<file path="config.mk">
export PLATFORM = sky130hd
export DESIGN_NAME = mem_access_stage
export DESIGN_NICKNAME = d
export VERILOG_FILES = /design/src/rtl/mem_access_stage.sv
export SDC_FILE = /design/constraint.sdc
export NUM_CORES = 1
export LEC_CHECK = 0
export BUFFER_PORTS_ARGS = -buffer_cell sky130_fd_sc_hd__buf_2
export CAP_MARGIN = 20
export CORE_MARGIN = 2
export CORE_UTILIZATION = 45
export DETAILED_ROUTE_END_ITERATION = 8
export PLACE_DENSITY = 0.76
export SYNTH_ARGS = -nofsm -noshare
export SYNTH_HDL_FRONTEND = slang
export SYNTH_SLANG_ARGS = --single-unit
</file>
<file path="constraint.sdc">
create_clock -name clk -period 3.9 [get_ports clk]
set_input_delay 0.39 -clock clk [delete_from_list [all_inputs] [get_ports clk]]
set_output_delay 0.39 -clock clk [all_outputs]
set_load 0.02 [all_outputs]
</file>
<file path="src/rtl/mem_access_stage.sv">
// MEM-stage data-memory access controller: turns loads/stores into req/ack bus
// transactions, stalls the pipeline until done, and flags bus timeouts.
module mem_access_stage #(
    parameter int          ADDR_W   = 22,
    parameter int          TIMEOUT  = 255,
    parameter logic [31:0] ERR_DATA = 32'h0000_0000
) (
    input  logic              clk,
    input  logic              rst,
    input  logic              hlt,
    input  logic              flush,
    input  logic              MEM_mem_read,
    input  logic              MEM_mem_write,
    input  logic [31:0]       MEM_ALU_result,
    input  logic [31:0]       MEM_store_data,
    input  logic [31:0]       mem_rdata,
    input  logic              mem_ack,
    output logic              mem_req,
    output logic              mem_we,
    output logic [ADDR_W-1:0] mem_addr,
    output logic [31:0]       mem_wdata,
    output logic [31:0]       MEM_mem_result,
    output logic              mem_stall,
    output logic              mem_err,
    output logic [1:0]        dbg_state_o
);

    // Bus handshake: mem_req rises when an access is issued and stays high,
    // with addr/we/wdata stable, until the cycle mem_ack is sampled (or the
    // timeout expires); mem_ack is a one-cycle pulse ignored outside WAIT/DRAIN.

    typedef enum logic [1:0] {
        S_IDLE  = 2'd0,
        S_WAIT  = 2'd1,
        S_DONE  = 2'd2,
        S_DRAIN = 2'd3
    } state_e;

    localparam logic [7:0] TMO_LAST = 8'(TIMEOUT - 1);

    state_e            state_q, state_d;
    logic              req_q, req_d;
    logic              we_q, we_d;
    logic [ADDR_W-1:0] addr_q, addr_d;
    logic [31:0]       wdata_q, wdata_d;
    logic [31:0]       result_q, result_d;
    logic              err_q, err_d;
    logic [7:0]        cnt_q, cnt_d;
    logic              access;
    logic              expired;

    assign access  = MEM_mem_read | MEM_mem_write;
    assign expired = (cnt_q == TMO_LAST);

    always_comb begin
        state_d   = state_q;
        req_d     = req_q;
        we_d      = we_q;
        addr_d    = addr_q;
        wdata_d   = wdata_q;
        result_d  = result_q;
        cnt_d     = cnt_q;
        err_d     = 1'b0;
        mem_stall = 1'b0;
        case (state_q)
            S_IDLE: begin
                if (access && !flush) begin
                    mem_stall = 1'b1;
                    req_d     = 1'b1;
                    we_d      = MEM_mem_write;
                    addr_d    = MEM_ALU_result[ADDR_W-1:0];
                    wdata_d   = MEM_store_data;
                    cnt_d     = 8'd0;
                    state_d   = S_WAIT;
                end
            end
            S_WAIT: begin
                mem_stall = 1'b1;
                if (mem_ack) begin
                    req_d = 1'b0;
                    if (flush) begin
                        state_d = S_IDLE;
                    end else begin
                        if (!we_q) result_d = mem_rdata;
                        state_d = S_DONE;
                    end
                end else if (expired) begin
                    // A flushed instruction must not see ERR_DATA either.
                    req_d = 1'b0;
                    err_d = 1'b1;
                    if (flush) begin
                        state_d = S_IDLE;
                    end else begin
                        if (!we_q) result_d = ERR_DATA;
                        state_d = S_DONE;
                    end
                end else begin
                    cnt_d = cnt_q + 8'd1;
                    if (flush) state_d = S_DRAIN;
                end
            end
            S_DONE: begin
                if (flush || !hlt) state_d = S_IDLE;
            end
            S_DRAIN: begin
                // The counter keeps running from WAIT so the bus budget is total.
                mem_stall = 1'b1;
                if (mem_ack) begin
                    req_d   = 1'b0;
                    state_d = S_IDLE;
                end else if (expired) begin
                    req_d   = 1'b0;
                    err_d   = 1'b1;
                    state_d = S_IDLE;
                end else begin
                    cnt_d = cnt_q + 8'd1;
                end
            end
            default: state_d = S_IDLE;
        endcase
    end

    always_ff @(posedge clk or posedge rst) begin
        if (rst) begin
            state_q  <= S_IDLE;
            req_q    <= 1'b0;
            we_q     <= 1'b0;
            addr_q   <= '0;
            wdata_q  <= 32'd0;
            result_q <= 32'd0;
            err_q    <= 1'b0;
            cnt_q    <= 8'd0;
        end else begin
            state_q  <= state_d;
            req_q    <= req_d;
            we_q     <= we_d;
            addr_q   <= addr_d;
            wdata_q  <= wdata_d;
            result_q <= result_d;
            err_q    <= err_d;
            cnt_q    <= cnt_d;
        end
    end

    assign mem_req        = req_q;
    assign mem_we         = we_q;
    assign mem_addr       = addr_q;
    assign mem_wdata      = wdata_q;
    assign MEM_mem_result = result_q;
    assign mem_err        = err_q;
    assign dbg_state_o    = state_q;

endmodule
</file>
==> results.toml, run 1 <==
[outcome]
outcome = "completed"

[final_layout]
multi_input_area_um2 = 1250
fillCellCount = 680
syn_to_final_growth_pct = 33.0
fin_nets = 546
final_common_cell = "buf_2"
antenna_cells = 0
layout_common_cells = "buf_2 (184), dfrtp_1 (99), mux2_2 (55)"
register_area_um2 = 2480
drive_gt1_frac = 0.600

[synthesis]
synth_top_area_share = 0.646
seq_area_frac_synth = 0.646
yosysUniqueCellTypes = 34
synth_largest_area_cell = "dfrtp_1"
syn_inst = 254
synthTopCellsByArea = "dfrtp_1 (65%), mux2_2 (16%), a22o_1 (7.3%)"
synth_seq_cells = 99
avgSynthCellArea_um2 = 15.1
syn_area_um2 = 3830
synth_warnings = 0
synth_nets = 359

[timing]
setup_tns_ns = 0
post-route-min-period_ns = 1.97
drv_slew = 0
hold_violations = 0
min_period_over_period = 0.506
tightest_slew_ns = 0.692
setup_viol = 0
rsz0062_at_grt = "false"
max_freq_mhz = 507
hold-worst-slack_ns = 0.0652
fin_skew_ns = 0.0160
relSlewSlack = 0.538

[floorplanning]
fp.dieH_um = 96.3
coreArea_um2 = 8260
ios = 195
rows = 33
design.die.area_um2 = 9270
dieWidth_um = 96.3
initial_utilization = 0.464

[cts]
cts_made_buffers = 9
cts_resized = 0
cts_tree = "done"
cts_hold_buf = 0
htreeDepth = 3
clk_latency_ns = 0.35
cts_root_buf = "clkbuf_8"
post_cts_buffers = 0
cts.clk_slew.worst_paths_ns = 0.10
clockBufferDepth = 2
clock_sinks = 99

[setup_path]
crit_required_ns = 4.12
arrival_ns = 2.19
critical_path.endpoint_type = "flop"
critical_path_class = "reg2reg"
start_kind = "flop"
cp_max_fo = 57

[global_route]
grt_pass1_wl_um = 12500
grt.overflow.total = 0
grt_max_degree = 84
grt_util_all_layers = 0.173
antenna_found_initial = 0
first_global_vias = 2752

[min_path]
hold_class = "in2async"

[route]
route.detailed.drc = 0
routed_wl_um = 8360
dr.pass1.iters = 4
viasPerCell = 5.11
via_count = 2813
ant_nets = 0
drt_iter0_drc = 67
wl_per_cell_um = 15.2

[job]
drv_cap = 0

[placement]
port_buffers = 184
finalWeightedCongestion = 0.763
hpwlAfterDp_um = 6160

[pwr]
p_leak_nw = 2.62
power_density_nw_per_um2 = 835
irDropWorstVdd_mv = 0.496
==> area by class of cell <==
class	count	share of cell area
Sequential cell	99	0.486
Multi-Input combinational cell	137	0.246
Timing Repair Buffer	189	0.196
Tap cell	105	0.0258
Clock buffer	9	0.0243
Clock inverter	6	0.0177
Inverter	5	0.00417
==> through the flow <==
step	instances	instance area (µm²)	total power, mW	utilization	setup slack [ns]
floorplan	254	3830	2.91	-	0.920
global placement	532	4820	3.52	0.584	1.71
detailed placement	532	4820	3.58	0.584	1.65
CTS	547	5030	4.30	0.610	1.64
global route	550	5100	4.52	0.617	1.79
finish	550	5100	4.26	0.617	1.93
==> path summary, 6_finish.rpt <==
path	startpoint	end	slack, ns	cells past startpoint
max	dbg_state_o[0]$_DFFE_PP0P_	mem_addr[13]$_DFFE_PP0P_	1.93	4
min	rst	mem_addr[9]$_DFFE_PP0P_	0.07	2
max reg2reg	dbg_state_o[0]$_DFFE_PP0P_	mem_addr[13]$_DFFE_PP0P_	1.93	4
min reg2reg	mem_wdata[25]$_DFFE_PP0P_	mem_wdata[25]$_DFFE_PP0P_	0.50	1
max in group asynchronous	rst	cnt_q[5]$_DFFE_PP0P_	2.95	4
min in group clk	mem_rdata[14]	MEM_mem_result[14]$_DFFE_PP0P_	0.26	2
==> cell families after synthesis <==
group                    Yosys count  share of synthesized area
flip-flops                        99                      0.646
XOR/XNOR                           2                    0.00457
buffers and inverters             18                     0.0274
multiplexers                      56                      0.164
AO/OA/AOI/OAI                     51                      0.111
AND/OR/NAND/NOR                   26                     0.0401
adder cells (fa/ha/maj)            2                    0.00653
==> critical path, stage by stage (launching register included) <==
cell,delay [ns]
dfrtp_1,0.48
inv_2,0.10
o211ai_1,0.19
buf_4,0.62
mux2_2,0.42
==> cell usage after synthesis <==
| cell type | count |
|---|---|
| xor2_1 | 1 |
| buf_2 | 9 |
| nor4_2 | 1 |
| o21ai_1 | 1 |
| nor2_1 | 6 |
| a2111oi_4 | 1 |
| nor4_1 | 1 |
| a31o_2 | 1 |
| ha_1 | 2 |
| o21ai_0 | 5 |
| nand3_1 | 7 |
| a21oi_1 | 3 |
| nand4_4 | 1 |
| or3_1 | 1 |
| o211ai_1 | 4 |
| nand2_1 | 4 |
| inv_1 | 4 |
| and4b_1 | 1 |
| inv_2 | 1 |
| xnor2_1 | 1 |
| o2bb2ai_1 | 1 |
| nor2b_1 | 1 |
| nand4_1 | 1 |
| o31a_1 | 1 |
| o31ai_1 | 1 |
| and2_1 | 1 |
| a22o_1 | 32 |
| mux2_2 | 55 |
| dfrtp_1 | 99 |
| mux2i_1 | 1 |
| o21ai_2 | 1 |
| buf_6 | 3 |
| and3_1 | 1 |
| buf_4 | 1 |
==> report_power, final <==
group          switching, mW  internal, mW
registers              0.251          1.50
clock network          0.345         0.361
logic                   1.05         0.749
total                   1.65          2.61
==> registers in the layout, indices dropped and copies added, names as in the netlist <==
name and cells:
cnt_q 8, dbg_state_o 2, mem_wdata 32, mem_err 1, mem_we 1, MEM_mem_result 32
mem_addr 22, mem_req 1
==> layer usage <==
metal	global-route usage	wire length, µm	up-vias
met2	0.298	4120	126
met1	0.200	3290	1377
li1	-	-	1303
met5	0	0	-
met4	0.0599	82	0
met3	0.0611	866	7
No activity file was read; power rests on OpenSTA's default activity.
==> run 2: changes to the inputs <==
Settings changed: ABC_AREA set to 1, CORE_UTILIZATION 45 to 42, PLACE_DENSITY 0.76 to 0.73.
Clock period 3.9 ns to 1.8 ns, I/O delays scaled along.
==> run 2 against run 1 <==
Worst setup slack worse by 1.8 ns. Core utilization is 2.4 points lower. Routed wire length is 25% higher. Die area is 17% higher. First-iteration DRC count grew to 3.0 times the previous value. Sequential share of layout area is 5.6 points lower. Count of clock-buffer cells in the layout is 2 higher. Design area is 13% higher. Hold slack worse by 0.046 ns. Critical path depth is 1 higher. Largest cell class unchanged.
==> results.toml, run 2 <==
[placement]
placedCellCount = 775
port_buffers = 184
preCtsSetupSlack_ns = 0.0766
postPlaceCellArea_um2 = 5290
hpwlAfterDp_um = 7220
finalWeightedCongestion = 0.777

[final_layout]
fin_cells = 820
antenna_cells = 0
fin_nets = 787
syn_to_final_growth_pct = 37.1
fillCellCount = 854
design_area_um2 = 5770
final_common_cell = "nand2_1"
drive_gt1_frac = 0.384
layout_common_cells = "nand2_1 (250), buf_2 (184), dfrtp_1 (97)"

[synthesis]
synthArstFlopShare = 1.00
synth-edff-count = 0
synth_most_common_cell = "nand2_1"
synth_warnings = 0
synth_commonest_cells = "nand2_1 (251), dfrtp_1 (99), o21ai_2 (32)"
synthTopCellsByArea = "dfrtp_1 (59%), nand2_1 (22%), o21ai_2 (6.7%)"
yosysUniqueCellTypes = 23
synth_top_area_share = 0.589
syn_inst = 469
synth_seq_cells = 99
seq_area_frac_synth = 0.589
synth_ff_type = "dfrtp_1"
synth_largest_area_cell = "dfrtp_1"
synth_nets = 574
avgSynthCellArea_um2 = 8.97
syn_area_um2 = 4210

[route]
routed_wl_um = 10400
route.detailed.drc = 0
viasPerCell = 4.68
ant_nets = 0
dr.pass1.iters = 4
drt_iter0_drc = 201
via_count = 3834
wl_per_cell_um = 12.7

[setup_path]
cp_num_buf_inv = 2
critical_path.endpoint_type = "output pin"
worst_r2r_path_depth = 11
rrSetupSlack_ns = 0.14
crit_chain = "nor2_2 > nand3_2 > buf_4 > nand2_1 > buf_2"
crit_required_ns = 1.62
critical_path_class = "reg2out"
timing.rr.start = "cnt_q[0]$_DFFE_PP0P_"
start_kind = "flop"
critPathMaxStageDelay_ns = 0.45
cp_max_fo = 14
arrival_ns = 1.50
timing.rr.end = "MEM_mem_result[2]$_DFFE_PP0P_"
cp_top_family = "flip-flops"
cp_slowest_cell = "dfrtp_2"

[floorplanning]
fp.dieH_um = 104
coreArea_um2 = 9730
initial_utilization = 0.433
design.die.area_um2 = 10800
dieWidth_um = 104
rows = 36
ios = 195

[outcome]
outcome = "completed"

[timing]
relSlewSlack = 0.703
post-route-min-period_ns = 1.68
hold-worst-slack_ns = 0.0191
fin_skew_ns = 0.0124
rsz0062_at_grt = "true"
setup_slack_ns = 0.119
max_freq_mhz = 595
setup_tns_ns = 0
setup_viol = 0
min_period_over_period = 0.934
drv_slew = 0
hold_violations = 0
tightest_slew_ns = 0.446

[pwr]
netSwitchingFraction = 0.433
power_density_nw_per_um2 = 1560
power_switching_mw = 3.89
intPower_mw = 5.09
clkPwrFrac = 0.150
combPwrFrac = 0.441
p_leak_nw = 3.27
seqPwrFrac = 0.409
irDropWorstVdd_mv = 1.04

[global_route]
grt.overflow.total = 0
grt_pass1_wl_um = 17600
grt_max_degree = 55
first_global_vias = 3821
grt_util_all_layers = 0.196
antenna_found_initial = 0

[min_path]
whs_path_depth = 3
worstHoldEndpoint = "mem_addr[0]$_DFFE_PP0P_"
hold_start = "MEM_ALU_result[0]"
hold_class = "in2reg"

[cts]
clk_latency_ns = 0.36
htreeDepth = 3
cts_made_buffers = 9
cts.clk_slew.worst_paths_ns = 0.09
clockBufferDepth = 2
cts_tree = "done"
cts_root_buf = "clkbuf_8"
clock_sinks = 99

[job]
drv_cap = 0
run 2: timing repair:
action / CTS / global route
hold buffers: 26 / 1
hold endpoints to repair: 88 / 1
setup endpoints to repair: 0 / 9
buffers inserted: 0 / 2
resized for setup: 0 / 4
run 2: worst max-delay path by stage:
stage | endpoint | slack [ns] | start | depth (start not counted)
after floorplan | MEM_mem_result[1]$_DFFE_PP0P_ | 0.24 | cnt_q[0]$_DFFE_PP0P_ | 10
after global placement | cnt_q[2]$_DFFE_PP0P_ | 0.13 | cnt_q[0]$_DFFE_PP0P_ | 9
after detailed placement | cnt_q[1]$_DFFE_PP0P_ | 0.08 | cnt_q[0]$_DFFE_PP0P_ | 10
after CTS | mem_stall | 0.009 | dbg_state_o[0]$_DFFE_PP0P_ | 5
after global routing | cnt_q[1]$_DFFE_PP0P_ | -0.008 | cnt_q[0]$_DFFE_PP0P_ | 10
final | mem_stall | 0.12 | dbg_state_o[1]$_DFFE_PP0P_ | 5
run 2: metrics by stage:
step	power, mW	util
floorplan	6.17	-
finish	8.98	0.593
detailed placement	7.57	0.544
global placement	7.48	0.544
CTS	9.00	0.590
global route	9.60	0.593
run 2: cell type report:
type | count | area, µm² | area share
flip-flops and latches | 99 | 2480 | 0.430
well taps | 133 | 166 | 0.0288
inverters | 17 | 67.6 | 0.0117
clock buffers | 11 | 151 | 0.0262
repair buffers | 224 | 1340 | 0.232
multi-input cells | 331 | 1530 | 0.265
clock inverters | 5 | 35.0 | 0.00607
run 2: kinds of logic (layout without fill, tap and decap cells):
group / count (synthesis) / in the layout / synth area share
simple gates: 284 / 284 / 0.271
flops: 99 / 99 / 0.589
compound gates: 44 / 44 / 0.0835
buf+inv: 39 / 257 / 0.0487
fa+ha+maj: 2 / 2 / 0.00594
xor+xnor: 1 / 1 / 0.00208
run 2: tightest hold or removal path, stage by stage:
cell and delay [ns]:
buf_2 0.07, nand2_1 0.05, nand2_1 0.05
run 2: routing by layer:
layer / track usage / up-vias / share of wire
li1: - / 1869 / -
met1: 0.253 / 1793 / 0.44
met5: 0 / - / 0
met2: 0.322 / 156 / 0.46
met4: 0.0685 / 0 / 0.015
met3: 0.0489 / 16 / 0.083
run 2: power by group through the flow:
stage | combinational, mW | clock [mW] | sequential (mW)
after floorplan | 1.39 | 0 | 4.78
after global placement | 3.83 | 0 | 3.65
after detailed placement | 3.91 | 0 | 3.66
after CTS | 3.94 | 1.40 | 3.66
after global routing | 4.32 | 1.49 | 3.79
final | 3.96 | 1.34 | 3.68
==> run 3: changes to the inputs <==
Settings changed: CORE_UTILIZATION 42 to 47, CTS_CLUSTER_DIAMETER set to 80, PLACE_DENSITY 0.73 to 0.77.
Clock period 1.8 ns to 1.6 ns, I/O delays scaled along.
==> run 3 against run 2 <==
Global-route usage grew 5.0 points. Clock power grew 9%. Highest routed layer unchanged. Power grew 17%. Largest power group unchanged. Largest cell class unchanged. Clock skew shrank 0.0012 ns. Hold slack lost 0.0032 ns. Die area shrank 10%.
==> results.toml, run 3 (synthesis gave the netlist of run 2 again) <==
[final_layout]
multi_input_area_um2 = 1610
drive_gt1_frac = 0.403
final_common_cell = "nand2_1"
syn_to_final_growth_pct = 46.7
fin_cells = 826
register_area_um2 = 2480
antenna_cells = 0
fin_nets = 818
fillCellCount = 624
layout_common_cells = "nand2_1 (238), buf_2 (183), dfrtp_1 (98)"

[placement]
hpwlAfterDp_um = 7360
finalWeightedCongestion = 0.804
port_buffers = 184
placedCellCount = 757
preCtsSetupSlack_ns = -0.0367

[setup_path]
arrival_ns = 1.83
start_kind = "flop"
timing.rr.start = "cnt_q[0]$_DFFE_PP0P_"
crit_chain = "inv_2 > ha_4 > nand2_2 > nor2_4 > nand2_4 > a21oi_4 > nand2_8 > buf_4 > nand2_1 > o21ai_2"
critPathMaxStageDelay_ns = 0.40
cp_max_fo = 7
critical_path_class = "reg2reg"
rrSetupSlack_ns = 0.003
worst_r2r_path_depth = 10
critical_path.endpoint_type = "flop"
cp_top_family = "simple AND/OR/NAND/NOR gates"
cp_num_buf_inv = 2
cp_slowest_cell = "dfrtp_1"
crit_required_ns = 1.84
timing.rr.end = "MEM_mem_result[19]$_DFFE_PP0P_"

[route]
ant_nets = 0
drt_iter0_drc = 188
wl_per_cell_um = 14.2
via_count = 4001
viasPerCell = 4.84
routed_wl_um = 11700
route.detailed.drc = 0
dr.pass1.iters = 5

[global_route]
busiest_layer = "met2"
met3_usage = 0.0723
antenna_found_initial = 0
grt_max_degree = 41
grt_pass1_wl_um = 19200
gr-usage-met1 = 0.304
grt.overflow.total = 0
first_global_vias = 4122
grt_util_met2 = 0.406
grt_util_all_layers = 0.246

[cts]
clk_latency_ns = 0.35
cts.clk_slew.worst_paths_ns = 0.09
clock_sinks = 99
cts_tree = "done"
clockBufferDepth = 2
htreeDepth = 3
cts_root_buf = "clkbuf_8"
cts_made_buffers = 9

[pwr]
finalPower_mw = 10.5
seqPwrFrac = 0.397
irDropWorstVdd_mv = 1.04
intPower_mw = 5.94
clkPwrFrac = 0.139
power_switching_mw = 4.57
combPwrFrac = 0.464
netSwitchingFraction = 0.435
power_density_nw_per_um2 = 1700
p_leak_nw = 3.43

[floorplanning]
ios = 195
rows = 34
design.die.area_um2 = 9730
fp.dieH_um = 98.6
coreArea_um2 = 8720
dieWidth_um = 98.6
initial_utilization = 0.483

[min_path]
hold_class = "in2reg"
hold_start = "MEM_store_data[0]"
worstHoldEndpoint = "mem_wdata[0]$_DFFE_PP0P_"
whs_path_depth = 3

[timing]
tightest_slew_ns = 0.498
relSlewSlack = 0.668
drv_slew = 0
min_period_over_period = 0.998
hold-worst-slack_ns = 0.0159
setup_slack_ns = 0.00264
hold_violations = 0
setup_viol = 0
rsz0062_at_grt = "true"
max_freq_mhz = 626
post-route-min-period_ns = 1.60
fin_skew_ns = 0.0113

[outcome]
outcome = "completed"

[job]
drv_cap = 0
[run 3: worst register-to-register path: cells and delay by family (launching register included)]
kind | cells | cell delay (ns)
simple gates | 5 | 0.44
flops | 1 | 0.40
buf+inv | 2 | 0.26
compound gates | 2 | 0.25
fa+ha+maj | 1 | 0.13
[run 3: layout make-up]
type | instances | area share
flip-flops and latches | 99 | 0.401
repair buffers | 255 | 0.276
well taps | 108 | 0.0219
multi-input cells | 331 | 0.261
inverters | 17 | 0.0109
clock buffers | 11 | 0.0229
clock inverters | 5 | 0.00608
[run 3: layer usage]
metal	up-vias	part of all wire
met1	1836	0.41
met3	34	0.089
met4	0	0.030
met5	-	0
li1	1938	-
met2	193	0.47
[run 3: worst max-delay path by stage]
stage | start | endpoint | cells past startpoint
after floorplan | cnt_q[0]$_DFFE_PP0P_ | MEM_mem_result[1]$_DFFE_PP0P_ | 10
after global placement | cnt_q[0]$_DFFE_PP0P_ | cnt_q[2]$_DFFE_PP0P_ | 9
after detailed placement | cnt_q[0]$_DFFE_PP0P_ | cnt_q[1]$_DFFE_PP0P_ | 10
after CTS | dbg_state_o[1]$_DFFE_PP0P_ | mem_stall | 5
after global routing | cnt_q[0]$_DFFE_PP0P_ | MEM_mem_result[23]$_DFFE_PP0P_ | 10
final | cnt_q[0]$_DFFE_PP0P_ | MEM_mem_result[19]$_DFFE_PP0P_ | 10
[run 3: power groups by stage]
stage	Sequential [mW]	Combinational [mW]	Clock (mW)
3_3_place_gp	4.09	4.42	0
6_report	4.17	4.88	1.46
3_5_place_dp	4.12	4.54	0
4_1_cts	4.11	4.63	1.51
5_1_grt	4.29	5.31	1.63
2_1_floorplan	5.38	1.56	0
[run 3: per-stage QoR]
step	utilization	instance area (µm²)	TNS [ns]
after global routing	0.708	6170	-0.938
final	0.708	6170	0
after CTS	0.689	6010	0
after global placement	0.613	5350	-0.00185
after floorplan	-	4210	0
after detailed placement	0.613	5350	-0.128
[run 3: timing repair]
item | CTS | global route
pin swaps | 1 | 1
hold endpoints to repair | 64 | 0
setup buffers | 1 | 3
cloned | 0 | 3
endpoints found under the setup margin | 11 | 39
hold buffers | 46 | 0
gates resized for setup | 4 | 23
